### config.mk
export PLATFORM = sky130hd
export DESIGN_NAME = latch_exerciser
export DESIGN_NICKNAME = d
export VERILOG_FILES = /design/src/rtl/latch_exerciser.sv
export SDC_FILE = /design/constraint.sdc
export NUM_CORES = 1
export LEC_CHECK = 0
export ABC_CLOCK_PERIOD_IN_PS = 2700
export BUFFER_PORTS_ARGS = -buffer_cell sky130_fd_sc_hd__buf_2
export CORE_MARGIN = 3
export CORE_UTILIZATION = 35
export CTS_BUF_LIST = sky130_fd_sc_hd__clkbuf_4
export DETAILED_ROUTE_END_ITERATION = 8
export PLACE_DENSITY_LB_ADDON = 0.25
export SLEW_MARGIN = 20
export SYNTH_ARGS = -nofsm -noshare
export SYNTH_HDL_FRONTEND = slang
export SYNTH_SLANG_ARGS = --single-unit
### constraint.sdc
create_clock -name CLK -period 2.7 [get_ports CLK]
set_input_delay 0.54 -clock CLK [delete_from_list [all_inputs] [get_ports CLK]]
set_output_delay 0.54 -clock CLK [all_outputs]
set_load 0.1 [all_outputs]
### src/rtl/latch_exerciser.sv
// Stimulus-and-check engine for a level-sensitive D latch under test: plays a fixed
// 12-step D/C sequence and compares Q/Qbar against a transparent-latch reference.
module latch_exerciser #(
    parameter int UNIT_CYCLES = 4,
    parameter int ERR_W       = 4
) (
    input  logic             CLK,
    input  logic             RST_N,
    input  logic             START,
    output logic             LD,
    output logic             LC,
    input  logic             DQ,
    input  logic             DQBAR,
    output logic             BUSY,
    output logic             DONE,
    output logic             PASS,
    output logic [ERR_W-1:0] ERR_CNT,
    output logic [3:0]       FAIL_STEP
);

    // The longest step is 10 units, so the counter only has to reach 10*UNIT_CYCLES-1.
    localparam int CNT_W = $clog2(10 * UNIT_CYCLES);
    localparam logic [3:0] LAST_STEP = 4'd11;
    localparam logic [3:0] NO_FAIL   = 4'hF;

    typedef enum logic [1:0] {
        S_IDLE,
        S_RUN,
        S_DONE
    } state_t;

    state_t           state;
    logic [3:0]       step;
    logic [CNT_W-1:0] cnt;
    logic             exp_q;
    logic             valid_q;

    function automatic logic step_lc(input logic [3:0] s);
        case (s)
            4'd1, 4'd2, 4'd5, 4'd6, 4'd7, 4'd8, 4'd9: step_lc = 1'b1;
            default:                                  step_lc = 1'b0;
        endcase
    endfunction

    function automatic logic step_ld(input logic [3:0] s);
        case (s)
            4'd1, 4'd3, 4'd5, 4'd7, 4'd9, 4'd10: step_ld = 1'b1;
            default:                             step_ld = 1'b0;
        endcase
    endfunction

    function automatic int step_units(input logic [3:0] s);
        case (s)
            4'd0:                            step_units = 10;
            4'd5, 4'd6, 4'd7, 4'd8, 4'd9:    step_units = 1;
            default:                         step_units = 5;
        endcase
    endfunction

    function automatic logic [CNT_W-1:0] step_last(input logic [3:0] s);
        step_last = CNT_W'(step_units(s) * UNIT_CYCLES - 1);
    endfunction

    function automatic logic [ERR_W-1:0] sat_inc(input logic [ERR_W-1:0] v);
        sat_inc = (&v) ? v : v + 1'b1;
    endfunction

    logic at_last;
    logic exp_nx;
    logic valid_nx;
    logic mism;
    logic start_run;

    // Reference latch update and Q/Qbar comparison for the sample cycle of a step.
    always_comb begin
        at_last   = (cnt == step_last(step));
        exp_nx    = LC ? LD : exp_q;
        valid_nx  = valid_q | LC;
        mism      = valid_nx && ((DQ != exp_nx) || (DQBAR != ~exp_nx));
        start_run = START && (state != S_RUN);
    end

    always_ff @(posedge CLK or negedge RST_N) begin
        if (!RST_N) begin
            state     <= S_IDLE;
            LD        <= 1'b0;
            LC        <= 1'b0;
            BUSY      <= 1'b0;
            DONE      <= 1'b0;
            ERR_CNT   <= '0;
            FAIL_STEP <= NO_FAIL;
            step      <= 4'd0;
            cnt       <= '0;
            valid_q   <= 1'b0;
            exp_q     <= 1'b0;
        end else if (start_run) begin
            state     <= S_RUN;
            BUSY      <= 1'b1;
            DONE      <= 1'b0;
            ERR_CNT   <= '0;
            FAIL_STEP <= NO_FAIL;
            valid_q   <= 1'b0;
            step      <= 4'd0;
            cnt       <= '0;
            LC        <= step_lc(4'd0);
            LD        <= step_ld(4'd0);
        end else if (state == S_RUN) begin
            if (at_last) begin
                exp_q   <= exp_nx;
                valid_q <= valid_nx;
                if (mism) begin
                    ERR_CNT <= sat_inc(ERR_CNT);
                    if (FAIL_STEP == NO_FAIL) FAIL_STEP <= step;
                end
                if (step == LAST_STEP) begin
                    state <= S_DONE;
                    BUSY  <= 1'b0;
                    DONE  <= 1'b1;
                    LC    <= 1'b0;
                end else begin
                    step <= step + 4'd1;
                    cnt  <= '0;
                    LC   <= step_lc(step + 4'd1);
                    LD   <= step_ld(step + 4'd1);
                end
            end else begin
                cnt <= cnt + 1'b1;
            end
        end
    end

    assign PASS = DONE && (ERR_CNT == '0);

endmodule
### Word-level counts from Yosys, hierarchy flattened

Cells that the tools add are included.

* bits in registers: 26
* input port bits: 5
* output and inout bits: 13
* word-level logic and storage cells: 109

* add/sub/neg operators: 4
* equal/unequal tests: 24
* multiplexer cells: 45
* bitwise operators: 3
* reductions and logical operators: 22

Operators with widths (count)
* $mux 4: 14
* $eq 4x4->1 const B: 7
* $eq 4x3->1 const B: 6
* $mux 6: 4
* $mux 1: 22
* $reduce_and 4->1: 3
* $reduce_bool 2->1: 5
* $reduce_and 3->1: 3
* $add 4x1->4 const B: 2
* $eq 4x2->1 const B: 2
* $logic_not 4->1: 2
* $mux 2: 4
* $pmux 4 s2: 1
* $reduce_or 7->1: 1
* $add 6x1->6 const B: 1
* $eq 6x6->1: 1
* $reduce_or 6->1: 1
* $sub 6x2->6 const B: 1
* $reduce_or 5->1: 1
* $eq 4x1->1 const B: 1
* $ne 2x2->1 const B: 2
* $reduce_and 2->1: 2
* $logic_and 1x1->1: 3
* $ne 3x3->1 const B: 1
* 6 further kinds: 8

### Depth between registers and ports, before layout

Gate-level depths: netlist of the first run.

* depth after elaboration: 9
* mapped depth: 9
* gate-level depth less buffers: 8

### Worst setup path after synthesis of the first run

Ideal clock, no wire load.

* kind: register -> output
* from: register DONE
* to: output port PASS
* arrival: 3.956 ns
* data required time: 2.160 ns
* slack: -1.796 ns
* stages on the path, launching flop included: 2
* path buffers: 0
* cells stage by stage: dfrtp_1 -> nor4bb_1

* cells in the longest elaborated chain, start to end: 1

Ends and longest elaborated chain
* start, declared: RTL line 15 `output logic DONE,`
* start signal, assigned: RTL line 89 `DONE <= 1'b0;`
* start signal, assigned: RTL line 99 `DONE <= 1'b0;`
* start signal, assigned: RTL line 118 `DONE <= 1'b1;`
* $logic_and 1x1->1: RTL line 132 `assign PASS = DONE && (ERR_CNT == '0);`
* end, declared: RTL line 16 `output logic PASS,`

Every way passes these cells.

### Worst setup path after layout of the first run

* from: register step[1]
* to: register step[1]

* cells in the longest elaborated chain, start to end: 7
* elaborated cells between the ends (all ways): 19
* classes of those cells: add/sub (2); eq/ne (8); mux (5); reduce/logical (4)

Ends and longest elaborated chain
* start, declared: RTL line 33 `logic [3:0] step;`
* start signal, assigned: RTL line 121 `step <= step + 4'd1;`
* $eq 4x3->1 / $eq 4x4->1 (equally long branches): RTL line 53 `case (s)`
* $reduce_or 5->1: RTL line 53
* $pmux 4 s2: RTL line 53
* $sub 6x2->6: RTL line 61 `step_last = CNT_W'(step_units(s) * UNIT_CYCLES - 1);`
* $eq 6x6->1: RTL line 76 `at_last = (cnt == step_last(step));`
* $reduce_bool 2->1 (no source line)
* $reduce_and 3->1 (no source line)

Parallel ways exist; a longest one is shown, timed or not. The select of a mux whose other input is x is not followed.
A chain may end at the register's enable or synchronous reset.

==> results.yml, run 1 <==
outcome:
  outcome: "finished clean"
layout:
  drive_above_1_share: 0.207
  diodes: 0
  synthToLayoutAreaGrowth_pct: 15.3
  finalNonFillerCells: 234
  fin_nets: 199
  fin_util: 0.427
die:
  std_cell_rows: 23
  die_area_um2: 5150
  io_pins: 18
  start_util: 0.370
  core-area_um2: 4090
  die_w_um: 71.7
  die_h_um: 71.7
global_routing:
  track_usage: 0.139
  overflow: 0
  antenna_found_initial: 0
  grt_max_degree: 25
  grt_pass1_vias: 1238
  grt_pass1_wl_um: 5750
synthesis:
  synth_edf_count: 0
  synth_nets: 178
  syn_area_per_cell_um2: 9.22
  synth-seq-area-share: 0.400
  yosys-top-cells-area: "dfrtp_1 (33%), ha_1 (7.4%), dfstp_2 (6.9%)"
  synthAdderAreaFrac: 0.0744
  post-synth-top-count-cell: "dfrtp_1"
  synth_xor_area_frac: 0.0232
  dominantRegCellSynth: "dfrtp_1"
  ys_ff_latch: 24
  ys_types: 42
  syn-cell-area_um2: 1510
  synth_compound_area_frac: 0.183
  synthMuxAreaShare: 0.0422
  yosys-top-cells-count: "dfrtp_1 (20), nor2_1 (15), nand2_1 (12), inv_1 (10), nand3_1 (10)"
  async_flop_share: 1.00
  synth-simple-area-share: 0.229
  synth_top_area_cell: "dfrtp_1"
  yosysWarningCount: 0
  synth_top_family_by_area: "simple AND/OR/NAND/NOR gates"
  synth_cells: 164
  yosysTopAreaCellShare: 0.331
setup_path:
  startpoint_type: "flop"
  crit_path_top_delay_cell: "dfrtp_1"
  critPathBufInv: 2
  required_ns: 2.92
  critPathKind: "flop to flop"
  cp-end-kind: "flop"
  crit_family: "simple AND/OR/NAND/NOR gates"
  crit_fanout: 11
  critPathMaxStageDelay_ns: 0.46
  cp.arrival_ns: 2.76
  worstPathCellList: "inv_1 > ha_1 > nor3b_1 > xnor2_1 > nand4_1 > a21oi_4 > buf_12 > nand2b_2 > mux2_1"
worst_hold_path:
  hp-class: "input port to async pin"
routing:
  wirelength_um: 3360
  drcViolationCount: 0
  drt_iter0_drc: 52
  dr.pass1.iters: 4
  dr_total_vias: 1236
  postRouteAntennaNets: 0
  via_per_inst: 5.28
  wl_per_cell_um: 14.3
timing:
  hold_ws_ns: 0.173
  fmax_mhz: 394
  setup_viol_count_final: 0
  worst_slew_pin_slew_ns: 0.535
  clock_skew_ns: 0.00100
  relSlewSlack: 0.643
  min_period_ns: 2.54
  finalMaxSlewViolations: 0
  finalHoldViolCount: 0
  fin_crit_sh: 0.940
clock_network:
  cts_buffer_depth: 2
  clkSinkCount: 24
  htree_num_levels: 1
  cts_tree: "done"
  cts-root-buf: "clkbuf_4"
  insertion_delay_ns: 0.32
  cts_hold_buf: 0
  path_clk_slew_ns: 0.14
  numCtsBuffers: 3
power_and_ir_drop:
  power.total_mw: 1.37
  p_per_area_nw_per_um2: 787
  vdd_drop_max_v: 0.000365
  p_leak_nw: 0.806
place:
  globalplace.congestion: 0.801
  port_buffers: 17
  dp.cells: 228
  dp_hpwl_um: 2470
flow_run:
  drv_cap: 0
==> cell usage in the layout (no fill, tap or decap), types with 3 or more instances in the layout <==
master    instances
a21o_1            7
a21oi_1           9
buf_2            17
buf_4             3
clkbuf_4          3
dfrtp_1          17
dfrtp_2           3
dfstp_2           4
ha_1              9
inv_1            10
mux2_1            3
mux2i_1           3
nand2_1          12
nand2b_1          6
nand3_1          10
nand3b_1          3
nand4_1           3
nor2_1           15
nor3_1            6
o21ai_0           7
xnor2_1           3
==> sequential cells by signal, summed over array words and instances (netlist names), 4 cells and up <==
signal     cells
ERR_CNT        4
cnt            6
step           4
FAIL_STEP      4
==> timing repair <==
action                     CTS  global route
setup buffers                0             2
setup endpoints to repair    0            19
resized for setup            0             2
==> cells by family after synthesis <==
logic type	count (synthesis)
fa+ha+maj	9
xor+xnor	4
compound gates	39
buf+inv	15
mux	6
simple gates	67
flops	24
==> final cells by class <==
type	instances	area [um2]
inverters	10	37.5
flip-flops and latches	24	609
multi-input cells	125	855
well taps	50	62.6
fillers	408	2340
clock inverters	1	30.0
repair buffers	21	128
clock buffers	3	22.5
==> path summary, 6_finish.rpt <==
check,to,slack (ns),start,cells after the start
max,step[1]$_DFFE_PN0P_,0.16,step[1]$_DFFE_PN0P_,9
min,exp_q$_DFFE_PN0P_,0.17,RST_N,1
max reg2reg,step[1]$_DFFE_PN0P_,0.16,step[1]$_DFFE_PN0P_,9
min reg2reg,ERR_CNT[0]$_DFFE_PN0P_,0.52,ERR_CNT[0]$_DFFE_PN0P_,1
max in group asynchronous,ERR_CNT[0]$_DFFE_PN0P_,2.14,RST_N,1
min in group CLK,ERR_CNT[0]$_DFFE_PN0P_,0.52,ERR_CNT[0]$_DFFE_PN0P_,1
==> metal layers <==
| metal | up-vias | share of wire | track usage |
|---|---|---|---|
| met2 | 11 | 0.53 | 0.238 |
| met3 | 2 | 0.018 | 0.0168 |
| li1 | 628 | - | - |
| met1 | 595 | 0.45 | 0.186 |
| met5 | - | 0 | 0 |
| met4 | 0 | 0.0039 | 0.0355 |
==> report_power, final <==
part	internal [mW]	total [mW]	switching (mW)
sequential	0.432	0.526	0.0942
combinational	0.183	0.579	0.396
clock	0.150	0.268	0.118
total	0.765	1.37	0.608
==> per-stage QoR <==
| stage | area (um2) | TNS, ns | setup slack (ns) |
|---|---|---|---|
| floorplan | 1530 | 0 | 0.0458 |
| global placement | 1660 | 0 | 0.147 |
| detailed placement | 1660 | 0 | 0.0567 |
| CTS | 1710 | 0 | 0.0361 |
| global route | 1740 | -0.00703 | -0.00674 |
| finish | 1740 | 0 | 0.161 |
Note: power is estimated with default switching activity, not from simulation.
==> run 2: changes to the inputs <==
==> constraint.sdc (replaced) <==
create_clock -name CLK -period 2.7 [get_ports CLK]
set_input_delay 0.54 -clock CLK [delete_from_list [all_inputs] [get_ports CLK]]
set_output_delay 0.54 -clock CLK [all_outputs]
set_load 0.05 [all_outputs]
==> run 2 against run 1 <==
Compared with the run above:
- worst setup slack better by 0.078 ns
- clock power about the same
- critical path type unchanged
- cell count shrank 0.43%
- global-route usage down 0.21 points
- sequential cell count did not move
- total power fell by 7.1%
- wire length fell by 0.86%
- hold slack better by 0.0018 ns
- critical endpoint unchanged
- sequential share of layout area grew 0.39 points
- largest cell class unchanged
- maximum frequency rose by 3.2%
==> results.yml, run 2 (same netlist as run 1, synthesis figures left out) <==
die:
  die_w_um: 71.7
  std_cell_rows: 23
  start_util: 0.370
  core-area_um2: 4090
  io_pins: 18
  die_area_um2: 5150
  die_h_um: 71.7
timing:
  finalHoldViolCount: 0
  worst_slew_pin_slew_ns: 0.569
  fmax_mhz: 406
  clock_skew_ns: 0.0134
  setup_viol_count_final: 0
  finalMaxSlewViolations: 0
  fin_crit_sh: 0.911
  grt_setup_unrepaired: "false"
  min_period_ns: 2.46
  relSlewSlack: 0.621
  setup_tns_ns: 0
setup_path:
  crit_fanout: 10
  reg2regPathDepth: 8
  cp-end-kind: "flop"
  cp.arrival_ns: 2.68
  required_ns: 2.92
  worstReg2RegEnd: "step[1]$_DFFE_PN0P_"
  r2r_slack_ns: 0.24
  startpoint_type: "flop"
  critPathKind: "flop to flop"
  r2r-start: "step[0]$_DFFE_PN0P_"
place:
  dp_hpwl_um: 2450
  dp.cells: 228
  globalplace.congestion: 0.891
  placed_area_um2: 1650
  port_buffers: 17
power_and_ir_drop:
  power_frac_comb: 0.378
  switching_share: 0.404
  p_leak_nw: 0.802
  p_switching_mw: 0.516
  seqPwrFrac: 0.412
  vdd_drop_max_v: 0.000350
  clock_power_share: 0.210
  p_int_mw: 0.760
  p_per_area_nw_per_um2: 742
layout:
  final_common_cell: "dfrtp_1"
  final_cell_area_um2: 1720
  synthToLayoutAreaGrowth_pct: 13.6
  diodes: 0
  fin_util: 0.420
  finalNonFillerCells: 233
  fin_nets: 198
  drive_above_1_share: 0.197
  layout_common_cells: "dfrtp_1 (19), buf_2 (17), nor2_1 (15)"
  largest_reg_flops: 6
  top_register: "cnt"
routing:
  drcViolationCount: 0
  wl_per_cell_um: 14.3
  dr_total_vias: 1255
  postRouteAntennaNets: 0
  wirelength_um: 3330
  drt_iter0_drc: 74
  via_per_inst: 5.39
  dr.pass1.iters: 4
worst_hold_path:
  hp-class: "input port to async pin"
clock_network:
  insertion_delay_ns: 0.33
  htree_num_levels: 1
  clkSinkCount: 24
  cts_buffer_depth: 2
  cts_tree: "done"
  path_clk_slew_ns: 0.15
  numCtsBuffers: 3
  cts-root-buf: "clkbuf_4"
global_routing:
  overflow: 0
  grt_max_degree: 25
  antenna_found_initial: 0
  track_usage: 0.137
  grt_pass1_vias: 1228
  grt_pass1_wl_um: 5650
outcome:
  outcome: "finished clean"
flow_run:
  drv_cap: 0
[run 2: final cells by class]
cell class,instances,area [um2]
multi-input combinational,125,851
timing repair buffer,20,108
clock buffer,3,22.5
clock inverter,1,30.0
sequential,24,607
inverter,10,37.5
fill,408,2370
tap,50,62.6
[run 2: worst max path at each step]
stage / startpoint / endpoint / slack [ns] / cells past startpoint
2_1_floorplan: ERR_CNT[1]$_DFFE_PN0P_ / PASS / 0.37 / 3
3_3_place_gp: step[0]$_DFFE_PN0P_ / ERR_CNT[1]$_DFFE_PN0P_ / 0.22 / 8
3_5_place_dp: step[0]$_DFFE_PN0P_ / step[1]$_DFFE_PN0P_ / 0.11 / 8
4_1_cts: step[0]$_DFFE_PN0P_ / step[1]$_DFFE_PN0P_ / 0.08 / 8
5_1_grt: step[0]$_DFFE_PN0P_ / step[1]$_DFFE_PN0P_ / 0.07 / 8
6_report: step[0]$_DFFE_PN0P_ / step[1]$_DFFE_PN0P_ / 0.24 / 8
[run 2: critical path, cell delays in order (launching register included)]
cell and delay, ns:
dfrtp_2 0.51, inv_1 0.13, ha_1 0.24, nor3b_2 0.29
xnor2_1 0.18, nand4_1 0.20, a21oi_4 0.35, nand2b_2 0.13
mux2_1 0.32
[run 2: metrics by stage]
step / setup slack (ns) / power, mW / hold slack [ns]
CTS: 0.0793 / 1.27 / 0.189
floorplan: 0.375 / 0.890 / 0.244
global route: 0.0735 / 1.36 / 0.188
detailed placement: 0.107 / 1.01 / 0.478
finish: 0.239 / 1.28 / 0.175
global placement: 0.218 / 0.988 / 0.483
[run 2: metal layers]
metal  GRT usage  up-vias  wire length [um]
met5           0        -                 0
li1            -      616                 -
met4      0.0480        0                58
met1       0.178      607              1480
met3      0.0266        6               135
met2       0.228       26              1650
[run 2: power by group through the flow]
| stage | combinational [mW] | clock, mW | sequential, mW |
|---|---|---|---|
| detailed placement | 0.476 | 0 | 0.530 |
| floorplan | 0.309 | 0 | 0.581 |
| global route | 0.533 | 0.288 | 0.541 |
| finish | 0.482 | 0.268 | 0.525 |
| global placement | 0.463 | 0 | 0.525 |
| CTS | 0.477 | 0.275 | 0.523 |
[run 2: what timing repair did]
| item | in CTS | in global routing |
|---|---|---|
| setup endpoints to repair | 0 | 15 |
| setup buffers | 0 | 1 |
| hold buffers | 0 | 0 |
| resized for setup | 0 | 3 |
==> run 3: changes to the inputs <==
--- a/config.mk
+++ b/config.mk
@@ -5,6 +5,7 @@
 export SDC_FILE = /design/constraint.sdc
 export NUM_CORES = 1
 export LEC_CHECK = 0
+export ABC_AREA = 1
 export ABC_CLOCK_PERIOD_IN_PS = 2700
 export BUFFER_PORTS_ARGS = -buffer_cell sky130_fd_sc_hd__buf_2
 export CORE_MARGIN = 3
==> run 3 against run 2 <==
Compared with the run above:
- final area increased by 1.1%
- total power increased by 49%
- non-clock buffer count decreased by 2
- wire length decreased by 5.8%
- sequential cell count unchanged
- first-iteration DRC count decreased by 14%
- clock power about the same
- worst setup slack improved by 0.38 ns
- maximum frequency increased by 18%
- critical path depth increased by 5
==> results.yml, run 3 <==
routing:
  wirelength_um: 3130
  via_per_inst: 4.73
  drcViolationCount: 0
  dr_total_vias: 1316
  wl_per_cell_um: 11.3
  dr.pass1.iters: 4
  drt_iter0_drc: 64
  postRouteAntennaNets: 0
timing:
  grt_setup_unrepaired: "false"
  worst_slack_ns: 0.620
  setup_viol_count_final: 0
  fmax_mhz: 481
  finalHoldViolCount: 0
  setup_tns_ns: 0
  hold_ws_ns: 0.169
  finalMaxSlewViolations: 0
  min_period_ns: 2.08
  clock_skew_ns: 0.00897
  worst_slew_pin_slew_ns: 0.537
  fin_crit_sh: 0.771
  relSlewSlack: 0.642
synthesis:
  yosys-top-cells-area: "dfrtp_1 (33%), nand2_1 (15%), nand3_1 (8.1%)"
  yosysTopAreaCellShare: 0.326
  ys_types: 24
  yosys-top-cells-count: "nand2_1 (60), inv_1 (29), nand3_1 (25), dfrtp_1 (20), nor2_1 (19)"
  dominantRegCellSynth: "dfrtp_1"
  async_flop_share: 1.00
  synth-seq-area-share: 0.394
  synth_cells: 208
  syn_area_per_cell_um2: 7.39
  yosysWarningCount: 0
  ys_ff_latch: 24
  synth_top_area_cell: "dfrtp_1"
  synth_nets: 222
  post-synth-top-count-cell: "nand2_1"
  syn-cell-area_um2: 1540
  synth_edf_count: 0
setup_path:
  crit_path_top_delay_cell: "dfrtp_1"
  startpoint: "step[0]$_DFFE_PN0P_"
  critPathBufInv: 3
  crit_top_cell: "nand2_1"
  worstReg2RegEnd: "step[3]$_DFFE_PN0P_"
  worstPathCellList: "inv_1 > ha_1 > inv_1 > nand2_1 > nand2_1 > nand3_1 > nand2_1 > nand4_1 > nor2_2 > nand2_1 > clkinv_1 > nand2_1 > nand2_1"
  critPathKind: "flop to flop"
  crit_fanout: 9
  r2r-start: "step[0]$_DFFE_PN0P_"
  reg2regPathDepth: 13
  required_ns: 2.98
  r2r_slack_ns: 0.62
  cp.arrival_ns: 2.36
  startpoint_type: "flop"
  cp-end-kind: "flop"
  critPathMaxStageDelay_ns: 0.54
  crit_family: "simple AND/OR/NAND/NOR gates"
clock_network:
  cts_hold_buf: 0
  numCtsBuffers: 3
  cts_tree: "done"
  path_clk_slew_ns: 0.14
  postCtsResizedCells: 0
  cts_buffer_depth: 2
  cts-root-buf: "clkbuf_4"
  clkSinkCount: 24
  postCtsSetupBuffers: 0
  insertion_delay_ns: 0.32
  htree_num_levels: 1
outcome:
  outcome: "finished clean"
layout:
  final_common_cell: "nand2_1"
  drive_above_1_share: 0.158
  synthToLayoutAreaGrowth_pct: 13.0
  fin_nets: 243
  final_cell_area_um2: 1740
  nFillCells: 426
  largest_reg_flops: 6
  layout_common_cells: "nand2_1 (60), inv_1 (29), nand3_1 (25)"
  top_register: "cnt"
  diodes: 0
global_routing:
  grt_pass1_wl_um: 5300
  grt_max_degree: 25
  overflow: 0
  grt_pass1_vias: 1171
  antenna_found_initial: 0
  track_usage: 0.127
power_and_ir_drop:
  p_leak_nw: 0.934
  power.total_mw: 1.89
  p_per_area_nw_per_um2: 1090
  vdd_drop_max_v: 0.000574
worst_hold_path:
  hp-class: "input port to async pin"
place:
  dp_worst_setup_slack_ns: 0.634
  globalplace.congestion: 0.837
  dp_hpwl_um: 2330
  placed_area_um2: 1680
  port_buffers: 17
die:
  die_area_um2: 5220
  die_w_um: 72.3
  start_util: 0.373
  std_cell_rows: 23
  io_pins: 18
  die_h_um: 72.3
  core-area_um2: 4120
flow_run:
  drv_cap: 0
[run 3: report_power, final]
part	internal (mW)	switching [mW]	leakage, nW
Sequential	0.494	0.144	0.301
Clock	0.150	0.115	0.0279
Combinational	0.318	0.673	0.605
[run 3: final cells by class]
type / count / area (um2) / share of cell area
repair buffers: 18 / 92.6 / 0.0533
inverters: 30 / 113 / 0.0648
flip-flops and latches: 24 / 606 / 0.349
well taps: 50 / 62.6 / 0.0360
clock inverters: 1 / 30.0 / 0.0173
clock buffers: 3 / 22.5 / 0.0130
multi-input cells: 152 / 811 / 0.467
[run 3: worst max path at each step]
stage,cells past startpoint,endpoint,slack [ns]
after global routing,12,step[3]$_DFFE_PN0P_,0.37
after CTS,13,step[3]$_DFFE_PN0P_,0.62
final,13,step[3]$_DFFE_PN0P_,0.62
after global placement,12,step[3]$_DFFE_PN0P_,0.65
after detailed placement,13,step[3]$_DFFE_PN0P_,0.63
after floorplan,4,PASS,0.19
[run 3: cells by family after synthesis]
| group | after synthesis | share of synthesized area |
|---|---|---|
| simple gates | 123 | 0.366 |
| buf+inv | 32 | 0.0782 |
| flops | 24 | 0.394 |
| compound gates | 12 | 0.0423 |
| fa+ha+maj | 9 | 0.0733 |
| xor+xnor | 8 | 0.0456 |
[run 3: per-layer routing]
metal  GRT usage  share of wire  vias to the layer above
li1            -              -                      698
met5           0              0                        -
met4      0.0251         0.0070                        0
met3      0.0291          0.049                        2
met2       0.197           0.43                       27
met1       0.181           0.51                      589
[run 3: through the flow]
stage,cells,utilization
after CTS,278,0.422
after floorplan,208,-
after global placement,274,0.409
after detailed placement,274,0.409
final,278,0.422
after global routing,278,0.422
[run 3: worst reg2reg max path, delay by kind of cell, from the launching register on]
kind | cells | cell delay, ns
and+or+nand+nor | 9 | 0.95
DFF | 1 | 0.54
adders and majority gates | 1 | 0.28
buffers and inverters | 3 | 0.28
